===== config.mk =====
export PLATFORM = sky130hd
export DESIGN_NAME = multicycle_control
export DESIGN_NICKNAME = d
export VERILOG_FILES = /design/src/rtl/multicycle_control.sv
export SDC_FILE = /design/constraint.sdc
export NUM_CORES = 1
export LEC_CHECK = 0
export BUFFER_PORTS_ARGS = -buffer_cell sky130_fd_sc_hd__buf_2
export CAP_MARGIN = 15
export CORE_MARGIN = 5
export CORE_UTILIZATION = 30
export DETAILED_ROUTE_END_ITERATION = 8
export GPL_ROUTABILITY_DRIVEN = 0
export GPL_TIMING_DRIVEN = 1
export SLEW_MARGIN = 20
export SYNTH_ARGS = -nofsm -noshare
export SYNTH_HDL_FRONTEND = slang
export SYNTH_SLANG_ARGS = --single-unit

===== constraint.sdc =====
create_clock -name clk -period 1.88 [get_ports clk]
set_clock_uncertainty 0.15 [all_clocks]
set_input_delay 0.376 -clock clk [delete_from_list [all_inputs] [get_ports clk]]
set_output_delay 0.376 -clock clk [all_outputs]
set_load 0.1 [all_outputs]

===== src/rtl/multicycle_control.sv =====
// Multi-cycle RISC-V control unit: a Moore FSM that steps each instruction through
// fetch, decode, execute, memory and write-back over the shared-memory datapath.
module multicycle_control #(
    parameter int MEM_WAIT = 0,
    parameter int WAIT_W   = 4
) (
    input  logic       clk,
    input  logic       reset,
    input  logic [6:0] OP_i,
    output logic       PC_Write_o,
    output logic       Branch_o,
    output logic       IR_Write_o,
    output logic       IorD_o,
    output logic       Mem_Read_o,
    output logic       Mem_Write_o,
    output logic [1:0] Mem_to_Reg_o,
    output logic       Reg_Write_o,
    output logic [1:0] ALU_Src_A_o,
    output logic [1:0] ALU_Src_B_o,
    output logic [2:0] ALU_Op_o,
    output logic [1:0] PC_Src_o,
    output logic       Illegal_o,
    output logic [3:0] State_o
);

    typedef enum logic [3:0] {
        S_FETCH    = 4'd0,
        S_DECODE   = 4'd1,
        S_EXEC_R   = 4'd2,
        S_EXEC_I   = 4'd3,
        S_ALU_WB   = 4'd4,
        S_MEM_ADDR = 4'd5,
        S_MEM_RD   = 4'd6,
        S_MEM_WB   = 4'd7,
        S_MEM_WR   = 4'd8,
        S_BRANCH   = 4'd9,
        S_JAL      = 4'd10,
        S_JALR     = 4'd11,
        S_LUI      = 4'd12,
        S_AUIPC    = 4'd13,
        S_TRAP     = 4'd15
    } state_t;

    localparam logic [6:0] OP_R     = 7'h33;
    localparam logic [6:0] OP_I     = 7'h13;
    localparam logic [6:0] OP_LOAD  = 7'h03;
    localparam logic [6:0] OP_STORE = 7'h23;
    localparam logic [6:0] OP_BR    = 7'h63;
    localparam logic [6:0] OP_JAL   = 7'h6F;
    localparam logic [6:0] OP_JALR  = 7'h67;
    localparam logic [6:0] OP_LUI   = 7'h37;
    localparam logic [6:0] OP_AUIPC = 7'h17;

    localparam logic [WAIT_W-1:0] WAIT_LAST = WAIT_W'(MEM_WAIT);

    state_t            state_reg;
    state_t            state_next;
    logic [WAIT_W-1:0] cnt_reg;
    logic              done;
    logic              in_mem_state;

    assign done         = (cnt_reg == WAIT_LAST);
    assign in_mem_state = (state_reg == S_FETCH) || (state_reg == S_MEM_RD) ||
                          (state_reg == S_MEM_WR);
    assign State_o      = state_reg;

    always_ff @(posedge clk) begin
        if (reset) begin
            state_reg <= S_FETCH;
            cnt_reg   <= '0;
        end else begin
            state_reg <= state_next;
            // The counter only measures dwell time, so any transition restarts it.
            if (state_next != state_reg) begin
                cnt_reg <= '0;
            end else if (in_mem_state) begin
                cnt_reg <= cnt_reg + 1'b1;
            end
        end
    end

    always_comb begin
        state_next   = state_reg;
        PC_Write_o   = 1'b0;
        Branch_o     = 1'b0;
        IR_Write_o   = 1'b0;
        IorD_o       = 1'b0;
        Mem_Read_o   = 1'b0;
        Mem_Write_o  = 1'b0;
        Mem_to_Reg_o = 2'b00;
        Reg_Write_o  = 1'b0;
        ALU_Src_A_o  = 2'b00;
        ALU_Src_B_o  = 2'b00;
        ALU_Op_o     = 3'b000;
        PC_Src_o     = 2'b00;
        Illegal_o    = 1'b0;

        case (state_reg)
            S_FETCH: begin
                Mem_Read_o  = 1'b1;
                ALU_Src_B_o = 2'b01;
                ALU_Op_o    = 3'b101;
                if (done) begin
                    IR_Write_o = 1'b1;
                    PC_Write_o = 1'b1;
                    state_next = S_DECODE;
                end
            end
            S_DECODE: begin
                // OldPC + imm lands in ALUOut, ready for BRANCH/JAL.
                ALU_Src_A_o = 2'b10;
                ALU_Src_B_o = 2'b10;
                ALU_Op_o    = 3'b101;
                case (OP_i)
                    OP_R:              state_next = S_EXEC_R;
                    OP_I:              state_next = S_EXEC_I;
                    OP_LOAD, OP_STORE: state_next = S_MEM_ADDR;
                    OP_BR:             state_next = S_BRANCH;
                    OP_JAL:            state_next = S_JAL;
                    OP_JALR:           state_next = S_JALR;
                    OP_LUI:            state_next = S_LUI;
                    OP_AUIPC:          state_next = S_AUIPC;
                    default:           state_next = S_TRAP;
                endcase
            end
            S_EXEC_R: begin
                ALU_Src_A_o = 2'b01;
                state_next  = S_ALU_WB;
            end
            S_EXEC_I: begin
                ALU_Src_A_o = 2'b01;
                ALU_Src_B_o = 2'b10;
                ALU_Op_o    = 3'b001;
                state_next  = S_ALU_WB;
            end
            S_LUI: begin
                ALU_Src_B_o = 2'b10;
                ALU_Op_o    = 3'b010;
                state_next  = S_ALU_WB;
            end
            S_AUIPC: begin
                ALU_Src_A_o = 2'b10;
                ALU_Src_B_o = 2'b10;
                ALU_Op_o    = 3'b101;
                state_next  = S_ALU_WB;
            end
            S_ALU_WB: begin
                Reg_Write_o = 1'b1;
                state_next  = S_FETCH;
            end
            S_MEM_ADDR: begin
                ALU_Src_A_o = 2'b01;
                ALU_Src_B_o = 2'b10;
                ALU_Op_o    = 3'b101;
                if (OP_i == OP_LOAD) begin
                    state_next = S_MEM_RD;
                end else if (OP_i == OP_STORE) begin
                    state_next = S_MEM_WR;
                end else begin
                    state_next = S_TRAP;
                end
            end
            S_MEM_RD: begin
                Mem_Read_o = 1'b1;
                IorD_o     = 1'b1;
                if (done) state_next = S_MEM_WB;
            end
            S_MEM_WB: begin
                Reg_Write_o  = 1'b1;
                Mem_to_Reg_o = 2'b01;
                state_next   = S_FETCH;
            end
            S_MEM_WR: begin
                IorD_o      = 1'b1;
                Mem_Write_o = 1'b1;
                if (done) state_next = S_FETCH;
            end
            S_BRANCH: begin
                ALU_Src_A_o = 2'b01;
                ALU_Op_o    = 3'b100;
                Branch_o    = 1'b1;
                PC_Src_o    = 2'b01;
                state_next  = S_FETCH;
            end
            S_JAL: begin
                PC_Write_o   = 1'b1;
                PC_Src_o     = 2'b01;
                Reg_Write_o  = 1'b1;
                Mem_to_Reg_o = 2'b10;
                state_next   = S_FETCH;
            end
            S_JALR: begin
                ALU_Src_A_o  = 2'b01;
                ALU_Src_B_o  = 2'b10;
                ALU_Op_o     = 3'b101;
                PC_Write_o   = 1'b1;
                PC_Src_o     = 2'b10;
                Reg_Write_o  = 1'b1;
                Mem_to_Reg_o = 2'b10;
                state_next   = S_FETCH;
            end
            S_TRAP: begin
                Illegal_o  = 1'b1;
                state_next = S_TRAP;
            end
            default: begin
                state_next = S_FETCH;
            end
        endcase
    end

endmodule


==> flow_metrics.env <==
export IMPL_synth_top_cell_by_area="dfxtp_1"
export IMPL_violations="negative setup slack"
export IMPL_required_ns=1.35
export IMPL_nFillCells=152
export IMPL_drt_iter0_markers=61
export IMPL_worstHoldStart="reset"
export IMPL_period_needed_ns=2.04
export IMPL_wl_met3_um=223
export IMPL_multi_input_area_um2=1130
export IMPL_r2r_start="cnt_reg[0]"
export IMPL_whs_ns=0.177
export IMPL_clk_latency_ns=0.27
export IMPL_drv_slew=0
export IMPL_hold_viol=0
export IMPL_met1Wirelength_um=1740
export IMPL_numPlacedInstances=207
export IMPL_drc_errors=0
export IMPL_ys_seq_elements=8
export IMPL_reg2reg_setup_slack_ns=-0.08
export IMPL_drt_total_wl_um=4480
export IMPL_place_hpwl_um=2510
export IMPL_endpoint_kind="output pin"
export IMPL_syn2layout_area_growth_pct=166
export IMPL_die_area_um2=4250
export IMPL_die_h_um=65.2
export IMPL_core_area_um2=2980
export IMPL_grt_use_total_pct=18.7
export IMPL_synthesis_nets=134
export IMPL_cts_root_buf="clkbuf_4"
export IMPL_min_to="State_o[3]"
export IMPL_ff2ff_path_depth=8
export IMPL_syn_avg_cell_area_um2=7.43
export IMPL_min_path_type="primary input to flop"
export IMPL_synthFlopType="dfxtp_1"
export IMPL_layoutNonFillerInstCount=237
export IMPL_cts_tree="done"
export IMPL_cp_start_kind="flop"
export IMPL_route_top_layer_used="met4"
export IMPL_status="finished, violations left"
export IMPL_rsz0062_at_grt="yes"
export IMPL_drive_gt1_share_pct=74.5
export IMPL_die_x_um=65.2
export IMPL_ys_seq_area_share_pct=17.5
export IMPL_layout_commonest_cell="buf_4"
export IMPL_grt_max_degree=15
export IMPL_first_global_vias=1322
export IMPL_regArea_um2=178
export IMPL_cts_hold_buffers=0
export IMPL_clockBufferDepth=2
export IMPL_period_share_pct=108
export IMPL_wl_met2_um=2410
export IMPL_crit_fanout=4
export IMPL_path_clk_slew_ns=0.06
export IMPL_wl_per_cell_um=18.9
export IMPL_synth_top_area_share_pct=17.5
export IMPL_fin_nets=216
export IMPL_synth_area_um2=913
export IMPL_drt_pre_antenna_iters=4
export IMPL_io_buffers=31
export IMPL_fin_util_pct=81.6
export IMPL_synth_area_leaders="dfxtp_1 (18%), nand2b_1 (6.2%), a21oi_1 (4.4%), a211oi_1 (4.1%), nor2_1 (4.1%)"
export IMPL_slew_headroom_pct=64.7
export IMPL_finalSetupTns_ns=-1.21
export IMPL_yosys_warnings=0
export IMPL_max_freq_mhz=491
export IMPL_htree_levels=1
export IMPL_initial_core_util_pct=30.7
export IMPL_layout_common_cells="buf_4 (35), buf_12 (25), buf_6 (13)"
export IMPL_syn_inst=123
export IMPL_rows=20
export IMPL_cts_sinks=8
export IMPL_vias_per_cell=5.71
export IMPL_n_antenna_cell=0
export IMPL_holdPathStages=2
export IMPL_grt_antenna_before_repair=0
export IMPL_drtAntennaViolNets=0
export IMPL_worstPathArrival_ns=1.51
export IMPL_routed_via_count=1353
export IMPL_ioPinCount=32
export IMPL_cts_buffers=3
export IMPL_yosysUniqueCellTypes=49
export IMPL_finalSetupViolCount=19
export IMPL_r2r_end="cnt_reg[1]"
export IMPL_cap_viol_max_count=0
export IMPL_tightest_slew_ns=0.526
export IMPL_synth_edf_count=0
export IMPL_fin_ws_ns=-0.156
export IMPL_critPathKind="flop to output pin"
export IMPL_grt_ovfl_total=0
export IMPL_ys_async_sr_fraction_pct=0
export IMPL_grt_pass1_wl_um=6320
-- cell families (layout without fill, tap and decap cells) --
kind of cell,after synthesis,in the layout,synth area share (%)
AO/OA/AOI/OAI,34,34,27.0
multiplexers,3,3,3.42
adder cells (fa/ha/maj),2,2,2.74
XOR/XNOR,5,5,4.79
flip-flops,8,8,17.5
AND/OR/NAND/NOR,57,57,37.5
buffers and inverters,14,95,6.99
-- cell type report --
class	instances	share of cell area [%]
Clock buffer	4	1.08
Multi-Input combinational cell	101	46.4
Inverter	5	1.24
Tap cell	33	1.70
Sequential cell	8	7.32
Timing Repair Buffer	86	42.3
-- metal layers --
| layer | GRT usage [%] | up-vias |
|---|---|---|
| li1 | - | 620 |
| met1 | 22.2 | 646 |
| met2 | 34.3 | 70 |
| met3 | 4.10 | 17 |
| met4 | 4.15 | 0 |
| met5 | 0 | - |
-- cell usage after synthesis, types with 2 or more instances --
| cell type | count |
|---|---|
| nand3_1 | 3 |
| o31ai_1 | 2 |
| xnor2_1 | 4 |
| nor4_1 | 5 |
| nor3b_1 | 2 |
| and2_1 | 2 |
| clkbuf_1 | 2 |
| nor2b_1 | 4 |
| a21oi_1 | 8 |
| mux2i_1 | 2 |
| dfxtp_1 | 8 |
| nand2b_1 | 9 |
| nand3b_1 | 2 |
| o21bai_1 | 2 |
| nand4_1 | 2 |
| ha_1 | 2 |
| o21ai_0 | 2 |
| o21a_1 | 3 |
| nor3_1 | 3 |
| inv_1 | 4 |
| a211oi_1 | 5 |
| buf_1 | 3 |
| nor2_1 | 10 |
| buf_2 | 3 |
| nand2_1 | 7 |
-- how the worst max path moves through the flow --
| stage | startpoint | endpoint | slack (ns) | cells after the start |
|---|---|---|---|---|
| after floorplan | State_o[1] | PC_Write_o | -1.30 | 4 |
| after global placement | OP_i[3] | cnt_reg[3] | -0.04 | 6 |
| after detailed placement | OP_i[3] | cnt_reg[3] | -0.16 | 6 |
| after CTS | cnt_reg[1] | PC_Write_o | -0.14 | 6 |
| after global routing | State_o[3] | PC_Write_o | -0.19 | 5 |
| final | State_o[3] | PC_Write_o | -0.16 | 5 |
-- critical path, cell delays in order, from the launching register on --
cell and delay, ns:
dfxtp_4 0.38, buf_12 0.13, nor4_4 0.26, and2_4 0.19
or2_4 0.12, buf_12 0.16
-- timing repair --
item                       CTS  global route
setup endpoints to repair   21            23
buffers inserted            17            11
resized for setup           66            10
cloned                       0             1
pin swaps                   19            12
-- metrics by stage --
| step | worst slack, ns | cell area, µm² |
|---|---|---|
| detailed placement | -0.162 | 1830 |
| global route | -0.190 | 2430 |
| global placement | -0.0402 | 1830 |
| CTS | -0.137 | 2270 |
| finish | -0.156 | 2430 |
| floorplan | -1.30 | 1180 |
Power is not shown: default switching activity piles up to over one toggle a cycle in this logic, so the estimate is an artifact.
